==> src/rtl/joypad_poller_if.sv <==
// joypad_poller_if: CPU-facing MMIO word bus for joypad_poller.
// Signals: bus_addr (word select), bus_we / bus_re (single-cycle strobes),
// bus_wdata (write data), bus_rdata (read data, combinational on bus_addr).
// Modports: master drives the bus (decoder side), slave is joypad_poller.
interface joypad_poller_if;
   logic [1:0]  bus_addr;
   logic        bus_we;
   logic        bus_re;
   logic [31:0] bus_wdata;
   logic [31:0] bus_rdata;

   modport master (output bus_addr, bus_we, bus_re, bus_wdata, input bus_rdata);
   modport slave  (input bus_addr, bus_we, bus_re, bus_wdata, output bus_rdata);
endinterface

==> src/rtl/joypad_poller.sv <==
// joypad_poller: periodically starts an nes_bridge transaction, reads back the
// joypad byte, derives press/release edges and exposes them through a small
// MMIO register file (STATUS, BUTTONS, EVENT, CTRL) with a level interrupt.
// Ports:
//   clk, rst         sole clock; synchronous active-high reset
//   bus              joypad_poller_if.slave MMIO word bus
//   irq              level interrupt
//   br_start         one-cycle start pulse to nes_bridge
//   br_addr          nes_bridge rdata_addr
//   br_rdata         nes_bridge rdata (combinational on br_addr)
// Build option: define JOYPAD_EVENT_FIFO_EN to build the event FIFO; without
// it STATUS bit1 is a sticky "changed" flag cleared by reading BUTTONS.
module joypad_poller #(
   parameter int unsigned POLL_CYCLES    = 1_000_000,
   parameter int unsigned TIMEOUT_CYCLES = 4_000_000,
   parameter int unsigned FIFO_DEPTH     = 8
) (
   input  logic                  clk,
   input  logic                  rst,
   joypad_poller_if.slave        bus,
   output logic                  irq,
   output logic                  br_start,
   output logic [1:0]            br_addr,
   input  logic [7:0]            br_rdata
);

   localparam int unsigned PW = (POLL_CYCLES > 1) ? $clog2(POLL_CYCLES) : 1;
   localparam int unsigned TW = (TIMEOUT_CYCLES > 1) ? $clog2(TIMEOUT_CYCLES) : 1;

   typedef enum logic [2:0] {S_IDLE, S_KICK, S_GAP, S_WAIT, S_CHECK, S_READ} state_t;

   state_t         state_q, state_d;
   logic [PW-1:0]  poll_cnt_q, poll_cnt_d;
   logic [TW-1:0]  to_cnt_q, to_cnt_d;
   logic           br_start_q, br_start_d;
   logic [1:0]     br_addr_q, br_addr_d;
   logic           read_go, to_hit;

   logic           en_q, irq_en_q, valid_q, timeout_q;
   logic [7:0]     buttons_q;
   logic [7:0]     pressed, released;
   logic           ev_push;
   logic           st_bit1, st_bit2;
   logic [31:0]    ev_word;

   logic wr_ctrl, wr_status;
   assign wr_ctrl   = bus.bus_we && (bus.bus_addr == 2'd3);
   assign wr_status = bus.bus_we && (bus.bus_addr == 2'd0);

   // Poll sequencer: next state, counters and bridge-side controls.
   always_comb begin
      state_d    = state_q;
      poll_cnt_d = poll_cnt_q;
      to_cnt_d   = to_cnt_q;
      read_go    = 1'b0;
      to_hit     = 1'b0;
      br_start_d = 1'b0;
      br_addr_d  = 2'b00;
      unique case (state_q)
         S_IDLE: begin
            if (en_q) begin
               if (poll_cnt_q == PW'(POLL_CYCLES - 1)) begin
                  state_d    = S_KICK;
                  poll_cnt_d = '0;
               end else begin
                  poll_cnt_d = poll_cnt_q + PW'(1);
               end
            end
         end
         S_KICK: state_d = S_GAP;
         S_GAP: begin
            to_cnt_d = '0;
            state_d  = S_WAIT;
         end
         S_WAIT: begin
            if (br_rdata[0]) begin
               state_d = S_CHECK;
            end else if (to_cnt_q == TW'(TIMEOUT_CYCLES - 1)) begin
               to_hit  = 1'b1;
               state_d = S_IDLE;
            end else begin
               to_cnt_d = to_cnt_q + TW'(1);
            end
         end
         S_CHECK: begin
            if (br_rdata[0]) begin
               state_d = S_READ;
            end else begin
               to_hit  = 1'b1;
               state_d = S_IDLE;
            end
         end
         S_READ: begin
            read_go = 1'b1;
            state_d = S_IDLE;
         end
         default: state_d = S_IDLE;
      endcase
      // Bridge controls are registered from the next state so they line up
      // with the state they belong to.
      br_start_d = (state_d == S_KICK);
      if (state_d == S_CHECK) br_addr_d = 2'b01;
      if (state_d == S_READ)  br_addr_d = 2'b10;
   end

   // Sequencer state register.
   always_ff @(posedge clk) begin
      if (rst) begin
         state_q    <= S_IDLE;
         poll_cnt_q <= '0;
         to_cnt_q   <= '0;
         br_start_q <= 1'b0;
         br_addr_q  <= 2'b00;
      end else begin
         state_q    <= state_d;
         poll_cnt_q <= poll_cnt_d;
         to_cnt_q   <= to_cnt_d;
         br_start_q <= br_start_d;
         br_addr_q  <= br_addr_d;
      end
   end

   assign br_start = br_start_q;
   assign br_addr  = br_addr_q;

   // Edge detection against the last good byte; br_rdata is the new byte in S_READ.
   assign pressed  = br_rdata & ~buttons_q;
   assign released = ~br_rdata & buttons_q;
   assign ev_push  = read_go && ((pressed | released) != 8'd0);

   // Control and status registers; a same-cycle set beats a software clear.
   always_ff @(posedge clk) begin
      if (rst) begin
         en_q      <= 1'b0;
         irq_en_q  <= 1'b0;
         valid_q   <= 1'b0;
         timeout_q <= 1'b0;
         buttons_q <= 8'd0;
      end else begin
         if (wr_ctrl) begin
            en_q     <= bus.bus_wdata[0];
            irq_en_q <= bus.bus_wdata[1];
         end
         if (read_go) begin
            buttons_q <= br_rdata;
            valid_q   <= 1'b1;
         end
         if (to_hit) timeout_q <= 1'b1;
         else if (wr_status && bus.bus_wdata[3]) timeout_q <= 1'b0;
      end
   end

`ifdef JOYPAD_EVENT_FIFO_EN
   localparam int unsigned AW = (FIFO_DEPTH > 1) ? $clog2(FIFO_DEPTH) : 1;
   localparam int unsigned CW = AW + 1;

   logic [15:0]   mem_q [FIFO_DEPTH];
   logic [AW-1:0] wr_ptr_q, rd_ptr_q;
   logic [CW-1:0] count_q;
   logic          overflow_q;
   logic          rd_event, pop, full, push_ok;

   assign rd_event = bus.bus_re && (bus.bus_addr == 2'd2);
   assign pop      = rd_event && (count_q != '0);
   assign full     = (count_q == CW'(FIFO_DEPTH));
   // A pop in the same cycle frees a slot before the push lands.
   assign push_ok  = ev_push && (!full || pop);

   // FIFO pointers, occupancy and sticky overflow.
   always_ff @(posedge clk) begin
      if (rst) begin
         wr_ptr_q   <= '0;
         rd_ptr_q   <= '0;
         count_q    <= '0;
         overflow_q <= 1'b0;
      end else begin
         if (push_ok) wr_ptr_q <= wr_ptr_q + AW'(1);
         if (pop)     rd_ptr_q <= rd_ptr_q + AW'(1);
         unique case ({push_ok, pop})
            2'b10:   count_q <= count_q + CW'(1);
            2'b01:   count_q <= count_q - CW'(1);
            default: ;
         endcase
         if (ev_push && !push_ok) overflow_q <= 1'b1;
         else if (wr_status && bus.bus_wdata[2]) overflow_q <= 1'b0;
      end
   end

   // Event storage, {pressed, released} per entry.
   always_ff @(posedge clk) begin
      if (push_ok) mem_q[wr_ptr_q] <= {pressed, released};
   end

   assign st_bit1 = (count_q != '0);
   assign st_bit2 = overflow_q;
   assign ev_word = st_bit1 ? {15'd0, 1'b1, mem_q[rd_ptr_q]} : 32'd0;
`else
   localparam int unsigned UNUSED_DEPTH = FIFO_DEPTH;

   logic changed_q;
   logic rd_buttons;
   logic unused_wdata2;

   assign rd_buttons    = bus.bus_re && (bus.bus_addr == 2'd1);
   assign unused_wdata2 = bus.bus_wdata[2];

   // Sticky change flag; a new change wins over a same-cycle BUTTONS read.
   always_ff @(posedge clk) begin
      if (rst) changed_q <= 1'b0;
      else if (ev_push) changed_q <= 1'b1;
      else if (rd_buttons) changed_q <= 1'b0;
   end

   assign st_bit1 = changed_q;
   assign st_bit2 = 1'b0;
   assign ev_word = 32'd0;
`endif

   // Register read mux.
   always_comb begin
      bus.bus_rdata = 32'd0;
      unique case (bus.bus_addr)
         2'd0:    bus.bus_rdata = {28'd0, timeout_q, st_bit2, st_bit1, valid_q};
         2'd1:    bus.bus_rdata = {24'd0, buttons_q};
         2'd2:    bus.bus_rdata = ev_word;
         default: bus.bus_rdata = {30'd0, irq_en_q, en_q};
      endcase
   end

   assign irq = irq_en_q & st_bit1;

   logic unused_wdata_hi;
   assign unused_wdata_hi = ^bus.bus_wdata[31:4];

endmodule

==> src/flat_wrapper.sv <==
// flat-port wrapper written by rule: the top's interface ports become plain ports
module joypad_poller_flat 
#(
   parameter int unsigned POLL_CYCLES    = 1_000_000,
   parameter int unsigned TIMEOUT_CYCLES = 4_000_000,
   parameter int unsigned FIFO_DEPTH     = 8
)
  (clk, rst, irq, br_start, br_addr, br_rdata, bus_bus_addr, bus_bus_we, bus_bus_re, bus_bus_wdata, bus_bus_rdata);
  joypad_poller_if bus_i ();
  input  logic clk;
  input  logic rst;
  output logic irq;
  output logic br_start;
  output logic [1:0] br_addr;
  input  logic [7:0] br_rdata;
  input wire logic [$bits(bus_i.bus_addr)-1:0] bus_bus_addr;
  input wire logic [$bits(bus_i.bus_we)-1:0] bus_bus_we;
  input wire logic [$bits(bus_i.bus_re)-1:0] bus_bus_re;
  input wire logic [$bits(bus_i.bus_wdata)-1:0] bus_bus_wdata;
  output wire logic [$bits(bus_i.bus_rdata)-1:0] bus_bus_rdata;
  assign bus_i.bus_addr = bus_bus_addr;
  assign bus_i.bus_we = bus_bus_we;
  assign bus_i.bus_re = bus_bus_re;
  assign bus_i.bus_wdata = bus_bus_wdata;
  assign bus_bus_rdata = bus_i.bus_rdata;
  joypad_poller #(.POLL_CYCLES(POLL_CYCLES), .TIMEOUT_CYCLES(TIMEOUT_CYCLES), .FIFO_DEPTH(FIFO_DEPTH)) u_core (.clk(clk), .rst(rst), .bus(bus_i), .irq(irq), .br_start(br_start), .br_addr(br_addr), .br_rdata(br_rdata));
endmodule
==> config.mk <==
export PLATFORM = sky130hd
export DESIGN_NAME = joypad_poller_flat
export DESIGN_NICKNAME = d
export VERILOG_FILES = /design/src/rtl/joypad_poller_if.sv /design/src/rtl/joypad_poller.sv /design/src/flat_wrapper.sv
export SDC_FILE = /design/constraint.sdc
export NUM_CORES = 1
export LEC_CHECK = 0
export ABC_CLOCK_PERIOD_IN_PS = 3750
export CORE_UTILIZATION = 25
export CTS_CLUSTER_DIAMETER = 60
export DETAILED_ROUTE_END_ITERATION = 8
export GPL_ROUTABILITY_DRIVEN = 0
export MAX_ROUTING_LAYER = met4
export PLACE_DENSITY = 0.48
export SKIP_LAST_GASP = 1
export SYNTH_ARGS = -nofsm -noshare
export SYNTH_HDL_FRONTEND = slang
export SYNTH_SLANG_ARGS = --single-unit
==> constraint.sdc <==
create_clock -name clk -period 3.75 [get_ports clk]
set_input_delay 1.125 -clock clk [delete_from_list [all_inputs] [get_ports clk]]
set_output_delay 1.125 -clock clk [all_outputs]
set_load 0.05 [all_outputs]
# After elaboration in Yosys (flattened, before gate mapping)
# Cells that the tools add are included.
[totals] reg_bits=61 input_bits=46 mem_bits_ro=0 latchBits=0 output_inout_bits=36 word_cells=71 mem_count=0 mem_bits_rw=0
[classes] magnitude_cmp=0 multipliers=0 bitwise=6 n_reduce_logical=14 shifts=0 mux=22 div=0 n_eq_ne=15 addsub=2
[ops] operator="two-way mux 22 bit" n=2
[ops] operator="one-hot mux 22 bit (2 select lines)" n=1
[ops] operator="one-hot mux 8 bit (3 select lines)" n=1
[ops] operator="adder 22 x 1 -> 22 bit (second input constant)" n=1
[ops] operator="equality test 22 bit (second input constant)" n=1
[ops] operator="adder 20 x 1 -> 20 bit (second input constant)" n=1
[ops] operator="equality test 20 bit (second input constant)" n=1
[ops] operator="two-way mux 20 bit" n=1
[ops] operator="AND 8 bit" n=2
[ops] operator="inverter 8 bit" n=2
[ops] operator="two-way mux 3 bit" n=5
[ops] operator="one-hot mux 3 bit (5 select lines)" n=1
[ops] operator="equality test 3 bit (second input constant)" n=4
[ops] operator="two-way mux 1 bit" n=9
[ops] operator="OR 8 bit" n=1
[ops] operator="nonzero test 8 bit" n=1
[ops] operator="equality test 3 x 1 -> 1 bit (second input constant)" n=2
[ops] operator="equality test 3 x 2 -> 1 bit (second input constant)" n=2
[ops] operator="nonzero test 2 bit" n=3
[ops] operator="logical AND 1 bit" n=5
[ops] operator="equality test 2 bit (second input constant)" n=2
[ops] operator="inequality test 2 bit (second input constant)" n=2
[ops] operator="zero test 3 bit" n=1
[ops] operator="AND reduction 3 bit" n=1
[ops] operator="7 further kinds" n=7

# Depth between registers and ports, before layout
[depth] word_depth=7 mapped_depth=8 depth_no_buf=6

# Least setup slack after synthesis
# No wires, ideal clock.
[synth_path] path_type="in2out" start="input port bus_bus_addr[0]" end="output port bus_bus_rdata[0]" t_required_ps=2625 cell_stages=3 arrival_ps=2594 setup_slack_ps=31 path_cell_list="clkbuf_1 -> mux2i_1 -> o21ai_0"
[synth_via] elab_chain_len=2
[synth_lines] item="start: declaration" line_no="flat_wrapper.sv:16" rtl="input wire logic [$bits(bus_i.bus_addr)-1:0] bus_bus_addr;"
[synth_lines] item="equality test 2 bit, or another cell as far along" line_no="joypad_poller.sv:222" rtl="unique case (bus.bus_addr)"
[synth_lines] item="one-hot mux 8 bit (3 select lines) *" line_no="joypad_poller.sv:222"
[synth_lines] item="end: declaration" line_no="flat_wrapper.sv:20" rtl="output wire logic [$bits(bus_i.bus_rdata)-1:0] bus_bus_rdata;"
# Every way passes the cells marked *; elsewhere a longest branch is shown, timed or not.

# Final worst setup path
[layout_path] start="input port bus_bus_addr[0]" end="output port bus_bus_rdata[5]"
# Same word-level chain as after synthesis.

==> impl_metrics.tcl <==
set metrics [dict create \
    status "finished, final reports clean" \
    slew_violations 0 \
    first_global_vias 2287 \
    clock_path_buffers 2 \
    final.period_utilization 0.922 \
    synth_warnings 0 \
    finalSetupViolCount 0 \
    synthCells 369 \
    io_pins 82 \
    cts-resized-gates 0 \
    slowest_stage "clkdlybuf4s50_1" \
    tightest_slew_ps 603 \
    fillers 1290 \
    synth-main-ff-cell "dfxtp_1" \
    rows 40 \
    reg2reg_depth 5 \
    max_freq_ghz 0.289 \
    synth_area_leader_cell "dfxtp_1" \
    power_leakage_nw 1.49 \
    post_cts.repair.setup_buffers 0 \
    cts_tree "built" \
    vias_per_cell 4.41 \
    cts.reportedPaths.clkPinSlew_ps 50 \
    io_buffer_count 28 \
    yosysSeqAreaShare 0.382 \
    insertion_delay_ps 330 \
    cts_buffers 9 \
    crit_type "input port to output port" \
    htreeDepth 3 \
    synth_seq_cells 61 \
    yosysTopAreaCellShare 0.382 \
    register_area_um2 1220 \
    cap_violations 0 \
    synthArstFlopShare 0 \
    grt_busiest_layer "met2" \
    cp.depth 5 \
    critPathMaxStageDelay_ps 560 \
    synth_area_leaders "dfxtp_1 38%, xor2_1 6.0%, nor2_1 5.9%" \
    dp_hpwl_um 4640 \
    final_cell_mix "61 x dfxtp_1, 50 x nor2_1, 24 x conb_1" \
    skew_ps 5.13 \
    grt_first_pass_wirelength_um 11100 \
    rsz0062_at_grt "no" \
    drc_errors 0 \
    required_ps 2620 \
    grt_antenna_before_repair 0 \
    sw_frac_of_total 0.231 \
    n_antenna_cell 0 \
    met1_usage 0.146 \
    power-per-cell-area_nw_per_um2 415 \
    end_kind "output port" \
    crit_buf_inv 3 \
    multiInputGateArea_um2 1760 \
    switchingPower_w 0.000376 \
    ant_nets 0 \
    worstPathMaxFanout 6 \
    synth_edf_count 0 \
    drive_above_1_share 0.0948 \
    hp-class "flip-flop to flip-flop" \
    final_common_cell "dfxtp_1" \
    relSlewSlack 0.597 \
    dr_total_vias 2511 \
    grt_overflow 0 \
    vdd_ir_drop_max_mv 0.197 \
    path_cells "clkdlybuf4s50_1 -> nor2b_1 -> buf_4 -> and2_1 -> buf_12" \
    cp.arrival_ps 2330 \
    cts.sinks 61 \
    post_drt_wl_per_cell_um 11.5 \
    hold_depth 2 \
    nets 444 \
    syn-cell-area_um2 3200 \
    grt_max_degree 24 \
    internal-power_w 0.00125 \
    drt-total-wl_um 6550 \
    yosysUniqueCellTypes 45 \
    hold_slack_ps 452 \
    finalSetupTns_ps 0 \
    die_area_um2 13200 \
    crit_family "buffers and inverters" \
    cp-start-kind "input port" \
    die_x_um 115 \
    p_seq_frac 0.400 \
    die_y_um 115 \
    first_iter_violations 131 \
    period_needed_ps 3460 \
    initial_core_util 0.261 \
    postSynthAreaPerCell_um2 8.66 \
    cts_root_buffer "clkbuf_16" \
    coreArea_um2 12300 \
    hold_buffers 0 \
    firstDrtPassIters 4 \
    clockPowerShare 0.535 \
    hold_viol_final 0 \
    areaGrowthSynthToFinish_pct 22.8 \
    grt_use_met2 0.155 \
    power_frac_comb 0.065 \
    met3_usage 0.0353 \
    grt_use_total 0.110 \
]
-- cell families (layout without fill, tap and decap cells) --
logic type               after synthesis  after routing  share of synthesized area
multiplexers                          13             13                     0.0407
buffers and inverters                 47             56                     0.0959
flip-flops                            61             61                      0.382
XOR/XNOR                              36             36                     0.0986
other                                  1             24                    0.00117
AO/OA/AOI/OAI                         42             42                     0.0798
AND/OR/NAND/NOR                      167            167                      0.294
adder cells (fa/ha/maj)                2              2                    0.00783
-- metal layers --
layer	routed length, um	vias up
met5	0	-
met4	102	0
met3	197	11
met2	2970	28
met1	3280	1175
li1	-	1297
-- path summary, 6_finish.rpt --
path | from | end | slack (ps)
setup / recovery | bus_bus_addr[0] | bus_bus_rdata[5] | 290
hold / removal | u_core.valid_q$_SDFFE_PP0P_ | u_core.valid_q$_SDFFE_PP0P_ | 450
setup reg to reg | u_core.state_q[1]$_SDFF_PP0_ | u_core.br_start$_SDFF_PP0_ | 1680
hold reg to reg | u_core.valid_q$_SDFFE_PP0P_ | u_core.valid_q$_SDFFE_PP0P_ | 450
-- per-stage QoR --
stage	instance area (um2)	power (W)	std cells	setup slack [ps]	utilization
after floorplan	3280	0.000763	392	31.5	-
after global routing	3930	0.00169	569	230	0.320
after CTS	3930	0.00165	569	266	0.320
after detailed placement	3610	0.000772	553	273	0.294
after global placement	3610	0.000771	553	275	0.294
final	3930	0.00163	569	293	0.320
-- power groups by stage --
stage / clock (W) / sequential, W / combinational (W)
after CTS: 0.000895 / 0.000651 / 0.000107
after global routing: 0.000927 / 0.000651 / 0.000113
after global placement: 0 / 0.000665 / 0.000106
after floorplan: 0 / 0.000665 / 0.0000979
after detailed placement: 0 / 0.000665 / 0.000107
final: 0.000872 / 0.000651 / 0.000106
-- registers in the layout, indices dropped and copies added, names as in the netlist --
register	cells
u_core.to_cnt_q	22
u_core.poll_cnt_q	20
u_core.buttons_q	8
u_core.state_q	3
u_core.br_addr	2
u_core.br_start	1
u_core.changed_q	1
u_core.en_q	1
u_core.irq_en_q	1
u_core.timeout_q	1
u_core.valid_q	1
-- synth_stat cells (3+ instances only) --
library cell	count
and2_1	8
clkbuf_1	9
buf_4	24
nand3b_1	3
inv_1	7
dfxtp_1	61
and3_1	7
mux2i_1	13
or4_1	4
buf_6	5
nand3_1	18
nand4_1	14
xor2_1	22
xnor2_1	14
o31ai_1	4
a21oi_1	16
nor4_1	8
nor2_1	50
nor3_1	6
nor4b_1	4
nand2_1	20
o21ai_0	10
or3_1	8
-- worst reg2reg max path, cell delays in order, from the launching register on --
cell,delay (ps)
dfxtp_1,420
nor4b_4,520
nand3_1,170
nor2_1,230
a211oi_1,110
a2111oi_0,480
-- area by class of cell --
| type | instances | area share |
|---|---|---|
| clock buffer | 9 | 0.0574 |
| clock inverter | 7 | 0.0229 |
| inverter | 7 | 0.00669 |
| multi-input combinational | 284 | 0.447 |
| sequential | 61 | 0.311 |
| tap | 168 | 0.0535 |
| timing repair buffer | 33 | 0.101 |
Power figures use the tool's default switching activity.
